--- config.mk ---
export PLATFORM = sky130hd
export DESIGN_NAME = ptp_ts_arbiter
export DESIGN_NICKNAME = d
export VERILOG_FILES = /design/src/rtl/ptp_ts_arbiter.sv
export SDC_FILE = /design/constraint.sdc
export NUM_CORES = 1
export LEC_CHECK = 0
export ABC_AREA = 1
export BUFFER_PORTS_ARGS = -buffer_cell sky130_fd_sc_hd__buf_2
export CORE_ASPECT_RATIO = 1.4
export CORE_MARGIN = 2
export CORE_UTILIZATION = 38
export DETAILED_ROUTE_END_ITERATION = 8
export GPL_TIMING_DRIVEN = 0
export PLACE_DENSITY_LB_ADDON = 0.08
export SYNTH_ARGS = -nofsm -noshare
export SYNTH_HDL_FRONTEND = slang
export SYNTH_SLANG_ARGS = --single-unit
--- constraint.sdc ---
create_clock -name clk -period 4.06 [get_ports clk]
set_input_delay 0.203 -clock clk [delete_from_list [all_inputs] [get_ports clk]]
set_output_delay 0.203 -clock clk [all_outputs]
set_load 0.03 [all_outputs]
--- src/rtl/ptp_ts_arbiter.sv ---
// Purpose : merges RX/TX ptp_parser timestamp events into one tagged show-ahead queue for the CPU.
// Latency : found pulse -> holding reg at E0, queue write at E1; contention loser waits one more cycle.
// Backpr. : queue full stalls grants; each holding reg absorbs one event, later events are dropped and counted.
//
// Ports:
//   clk, rst               single clock, synchronous active-high reset
//   rx_found / rx_infor    RX parser event pulse and info word (channel 0)
//   tx_found / tx_infor    TX parser event pulse and info word (channel 1)
//   q_rd, q_flush          pop head entry / empty queue and both holding registers
//   cnt_clr                clear both drop counters
//   q_data, q_empty        head entry {ch, infor} (0 when empty), empty flag
//   q_level                entries held, 0..DEPTH
//   rx_drop_cnt/tx_drop_cnt saturating per-channel lost-event counters
//
// Build option: define PTP_TS_ARB_FIXED_PRIO_EN for strict RX-over-TX priority
// (no round-robin pointer); default build arbitrates round-robin.

module ptp_ts_arbiter #(
  parameter int INFOR_W = 48,
  parameter int DEPTH   = 16,
  parameter int AW      = 4,
  parameter int DROP_W  = 8
) (
  input  logic               clk,
  input  logic               rst,
  input  logic               rx_found,
  input  logic [INFOR_W-1:0] rx_infor,
  input  logic               tx_found,
  input  logic [INFOR_W-1:0] tx_infor,
  input  logic               q_rd,
  input  logic               q_flush,
  input  logic               cnt_clr,
  output logic [INFOR_W:0]   q_data,
  output logic               q_empty,
  output logic [AW:0]        q_level,
  output logic [DROP_W-1:0]  rx_drop_cnt,
  output logic [DROP_W-1:0]  tx_drop_cnt
);

  localparam logic [AW:0] LVL_FULL = (AW+1)'(DEPTH);

  logic               rx_hold_vld;
  logic               tx_hold_vld;
  logic [INFOR_W-1:0] rx_hold_dat;
  logic [INFOR_W-1:0] tx_hold_dat;

  logic [INFOR_W:0]   mem [DEPTH];
  logic [AW-1:0]      wr_ptr;
  logic [AW-1:0]      rd_ptr;

  logic               q_full;
  logic               gnt_rx;
  logic               gnt_tx;
  logic               push;
  logic               pop;
  logic [INFOR_W:0]   push_dat;
  logic               rx_drop;
  logic               tx_drop;

  assign q_full  = (q_level == LVL_FULL);
  assign q_empty = (q_level == '0);

  // Grant decision uses registered state only; a same-cycle pop does not
  // open a slot, so there is no write-through when the queue is full.
`ifdef PTP_TS_ARB_FIXED_PRIO_EN
  assign gnt_rx = rx_hold_vld && !q_full;
  assign gnt_tx = tx_hold_vld && !rx_hold_vld && !q_full;
`else
  logic rr_ptr;  // 0: RX wins a tie, 1: TX wins a tie

  assign gnt_rx = !q_full && rx_hold_vld && (!tx_hold_vld || !rr_ptr);
  assign gnt_tx = !q_full && tx_hold_vld && (!rx_hold_vld ||  rr_ptr);

  // A grant suppressed by flush never happened, so the pointer holds.
  always_ff @(posedge clk) begin
    if (rst) begin
      rr_ptr <= 1'b0;
    end else if (push && !q_flush) begin
      rr_ptr <= gnt_rx;
    end
  end
`endif

  assign push     = gnt_rx || gnt_tx;
  assign pop      = q_rd && !q_empty;
  assign push_dat = gnt_tx ? {1'b1, tx_hold_dat} : {1'b0, rx_hold_dat};

  // An event is lost only when its holding reg stays occupied this cycle;
  // events arriving during a flush are discarded silently.
  assign rx_drop = rx_found && rx_hold_vld && !gnt_rx && !q_flush;
  assign tx_drop = tx_found && tx_hold_vld && !gnt_tx && !q_flush;

  assign q_data = q_empty ? '0 : mem[rd_ptr];

  // Holding registers: a grant frees the slot in the same cycle, so a new
  // pulse may refill it without a drop.
  always_ff @(posedge clk) begin
    if (rst || q_flush) begin
      rx_hold_vld <= 1'b0;
      tx_hold_vld <= 1'b0;
      if (rst) begin
        rx_hold_dat <= '0;
        tx_hold_dat <= '0;
      end
    end else begin
      if (rx_found && (!rx_hold_vld || gnt_rx)) begin
        rx_hold_vld <= 1'b1;
        rx_hold_dat <= rx_infor;
      end else if (gnt_rx) begin
        rx_hold_vld <= 1'b0;
      end
      if (tx_found && (!tx_hold_vld || gnt_tx)) begin
        tx_hold_vld <= 1'b1;
        tx_hold_dat <= tx_infor;
      end else if (gnt_tx) begin
        tx_hold_vld <= 1'b0;
      end
    end
  end

  always_ff @(posedge clk) begin
    if (push && !rst && !q_flush) begin
      mem[wr_ptr] <= push_dat;
    end
  end

  always_ff @(posedge clk) begin
    if (rst || q_flush) begin
      wr_ptr  <= '0;
      rd_ptr  <= '0;
      q_level <= '0;
    end else begin
      if (push) wr_ptr <= wr_ptr + 1'b1;
      if (pop)  rd_ptr <= rd_ptr + 1'b1;
      case ({push, pop})
        2'b10:   q_level <= q_level + 1'b1;
        2'b01:   q_level <= q_level - 1'b1;
        default: q_level <= q_level;
      endcase
    end
  end

  // Clear beats a same-cycle increment; counters stick at all-ones.
  always_ff @(posedge clk) begin
    if (rst || cnt_clr) begin
      rx_drop_cnt <= '0;
      tx_drop_cnt <= '0;
    end else begin
      if (rx_drop && (rx_drop_cnt != '1)) rx_drop_cnt <= rx_drop_cnt + 1'b1;
      if (tx_drop && (tx_drop_cnt != '1)) tx_drop_cnt <= tx_drop_cnt + 1'b1;
    end
  end

endmodule
==> flow_summary_export.csv <==
group,metric,value,unit
global_route,grt_pass1_vias,25830,
pwr,p_seq_share,51.9,%
pwr,peakVddDrop,0.3581,mV
synthesis,synth_top_family_by_area,"simple AND/OR/NAND/NOR gates",
pwr,clockPowerShare,39.2,%
worst_setup_path,worstSetupPathType,"reg2out",
place,placed_area,40790,µm²
clocking,numCtsBuffers,89,
place,dp.cells,4796,
sta,finalSetupViolCount,0,
global_route,grt-ovfl-total,0,
finish,syn2layout_area_growth,19.28,%
sta,fin_ws,0.2402,ns
global_route,antenna_found_initial,2,
synthesis,synthSimpleGateAreaFrac,16.86,%
worst_setup_path,crit_chain,"buf_6 -> inv_2 -> buf_2 -> clkbuf_1 -> o21ai_0 -> nand3_1 -> nand3_1 -> a21oi_1 -> buf_2",
clocking,cts_tree,"built",
synthesis,avgSynthCellArea,11.41,µm²
clocking,ctsRootBufferMaster,"clkbuf_16",
worst_setup_path,cp-end-kind,"primary output",
worst_setup_path,worst_path_max_delay_cell,"clkbuf_1",
worst_setup_path,required,3.86,ns
worst_setup_path,worst_ep_arrival_time,3.62,ns
sta,max_clock_freq,0.2618,GHz
floorplan,core_area,97840,µm²
floorplan,die_w,269,µm
drt,final_antenna_net_count,0,
floorplan,die_area,100900,µm²
pwr,powerDensity,458.9,nW/µm²
clocking,cts_max_level,3,
worst_setup_path,r2r_slack,0.72,ns
synthesis,seq_area_frac_synth,72.66,%
drt,routedWlPerCell,24.37,µm
sta,tightest_slew,1.370,ns
global_route,grt_usage,24.55,%
synthesis,synth_compound_area_share,5.948,%
floorplan,start_util,38.18,%
drt,drtIter0Drc,1983,
floorplan,die_h,375,µm
sta,relSlewSlack,8.691,%
pwr,p_sw_share,24.80,%
worst_setup_path,max_stage_delay,0.78,ns
synthesis,synth_nets,3389,
finish,final_area,44560,µm²
sta,fin_crit_sh,94.08,%
finish,num_antenna_cells,0,
worst_hold_path,min-delay-start,"rx_found",
worst_hold_path,min_path_type,"in2reg",
job,cap_violations,0,
pwr,p_sw,5.070,mW
synthesis,synth_xor_area_share,0.3282,%
synthesis,ys_ff_latch,916,
finish,drive_above_1_share,11.94,%
finish,nFillCells,8977,
synthesis,yosysWarnings,0,
worst_setup_path,worstRegToRegCells,10,
clocking,clock-sinks,916,
place,dpl.hpwl,85100,µm
worst_setup_path,crit_end,"q_data[44]",
worst_hold_path,whs_path_depth,4,
clocking,clockBufferDepth,3,
place,gp_congestion,0.8015,
sta,finClkSkew,0.02794,ns
clocking,cts.clk_slew.worst_paths,0.07,ns
synthesis,synth_cells,3275,
floorplan,fp-row-count,136,
finish,instances_no_fill,5063,
worst_setup_path,reg2reg_to,"mem[7][30]",
pwr,p_int,15.38,mW
floorplan,io_pins,174,
drt,wl,123400,µm
sta,period_needed,3.820,ns
pwr,p_leak,16.51,nW
drt,num_vias,25980,
outcome,status,"complete, no violations",
drt,via_per_inst,5.132,
clocking,clk-insertion-delay-late,0.70,ns
clocking,post_cts_buffers,0,
sta,timing.final.hold_violations,0,
pwr,comb_power_share,8.9,%
drt,drc,0,
drt,dr.pass1.iters,5,
global_route,grt_max_degree,31,
synthesis,netlist_area,37360,µm²
place,dp_slack,0.6260,ns
finish,fin_nets,3794,
synthesis,synth-adder-area-share,0.3684,%
worst_setup_path,worst_setup_path_start_kind,"flip-flop",
sta,drv_slew,0,
sta,rsz0062_at_grt,"false",
pwr,power,20.45,mW
worst_setup_path,r2r_start,"q_level[0]",
synthesis,ys_types,30,
finish,layout_common_cells,"edfxtp_1 (880), nor2_1 (755), nand2_1 (491)",
place,port_buffers,173,
synthesis,muxShareOfSynthArea,0,%
finish,final_common_cell,"edfxtp_1",
sta,fin_tns_setup,0,ns
worst_setup_path,worst-path-max-fanout,10,
global_route,grt_pass1_wl,176000,µm
[flip-flops by register name, summed over array words and instances (netlist names), named ones only]
signal and cells:
rd_ptr 4, rr_ptr 1, rx_hold_vld 1, q_level 5
wr_ptr 4, mem 784, tx_drop_cnt 8, tx_hold_vld 1
rx_hold_dat 48, tx_hold_dat 48, rx_drop_cnt 8
[synth_stat cells]
| cell type | number | share of area (%) |
|---|---|---|
| o21bai_1 | 1 | 0.020 |
| inv_1 | 139 | 1.4 |
| clkinv_1 | 1 | 0.010 |
| clkbuf_1 | 77 | 0.77 |
| xnor2_1 | 3 | 0.070 |
| buf_8 | 1 | 0.040 |
| a21oi_1 | 76 | 1.0 |
| dfxtp_1 | 36 | 1.9 |
| inv_2 | 4 | 0.040 |
| o21ai_0 | 325 | 4.4 |
| buf_2 | 51 | 0.68 |
| buf_6 | 4 | 0.12 |
| nand3b_1 | 1 | 0.020 |
| o211ai_1 | 17 | 0.34 |
| clkbuf_2 | 11 | 0.15 |
| xor2_1 | 11 | 0.26 |
| nor2_1 | 771 | 7.7 |
| buf_1 | 28 | 0.28 |
| nand4_1 | 9 | 0.15 |
| nand2_2 | 1 | 0.017 |
| ha_1 | 11 | 0.37 |
| nor3_1 | 4 | 0.054 |
| o211ai_2 | 3 | 0.10 |
| nand3_1 | 290 | 3.9 |
| nor2_2 | 2 | 0.033 |
| buf_4 | 17 | 0.34 |
| edfxtp_1 | 880 | 71 |
| a21boi_0 | 1 | 0.020 |
| nand2_1 | 493 | 5.0 |
| o21ai_1 | 7 | 0.094 |
[layout make-up]
cell class	count	area, µm²	share of cell area, %
multi-input cells	2026	8906	19.99
plain buffers	189	892.1	2.002
well taps	1311	1640	3.681
repair buffers	314	2708	6.076
clock buffers	110	2337	5.245
inverters	144	540.5	1.213
flip-flops and latches	916	27150	60.92
clock inverters	53	391.6	0.8788
[worst min-delay path by stage]
stage	endpoint
global placement	rd_ptr[2]
global route	rx_hold_vld
finish	rx_hold_vld
floorplan	rx_hold_vld
detailed placement	rx_drop_cnt[7]
CTS	rx_hold_vld
[repair_timing]
action | in CTS | in global routing
hold buffers | 104 | 0
gates resized for setup | 0 | 0
endpoints found under the hold margin | 119 | 0
setup endpoints to repair | 0 | 0
[worst max-delay path, delay by kind of cell, from the launching register on]
kind | cells | cell delay [ns]
buffers and inverters | 5 | 1.67
AO/OA/AOI/OAI | 2 | 0.61
flip-flops | 1 | 0.34
AND/OR/NAND/NOR | 2 | 0.30
[logic make-up after synthesis]
family	count (synthesis)
AOI/OAI and AO/OA	430
xor gates and xnor gates	14
adders and majority gates	11
buffers and inverters	333
DFF	916
and+or+nand+nor	1571
[layer usage]
layer | vias up | global-route usage (%) | share of wire (%)
met4 | 2 | 9.203 | 3.3
li1 | 12090 | - | -
met3 | 211 | 2.646 | 4.7
met1 | 12810 | 30.51 | 40
met5 | - | 0 | 0.041
met2 | 872 | 43.67 | 52
[power groups by stage]
stage                     Combinational (mW)  Sequential (mW)  Clock (mW)
after floorplan                        0.972             10.8           0
after global placement                  1.72             10.8           0
after detailed placement                1.76             10.8           0
after CTS                               1.84             10.6        8.12
after global routing                    1.97             10.6        8.49
final                                   1.82             10.6        8.02
[metrics by stage]
| stage | hold slack [ns] | util [%] |
|---|---|---|
| after floorplan | 0.3580 | - |
| after global placement | 0.4634 | 40.74 |
| after detailed placement | 0.4730 | 41.69 |
| after CTS | 0.2703 | 45.54 |
| after global routing | 0.3182 | 45.54 |
| final | 0.3108 | 45.54 |
Power figures use the tool's default switching activity.
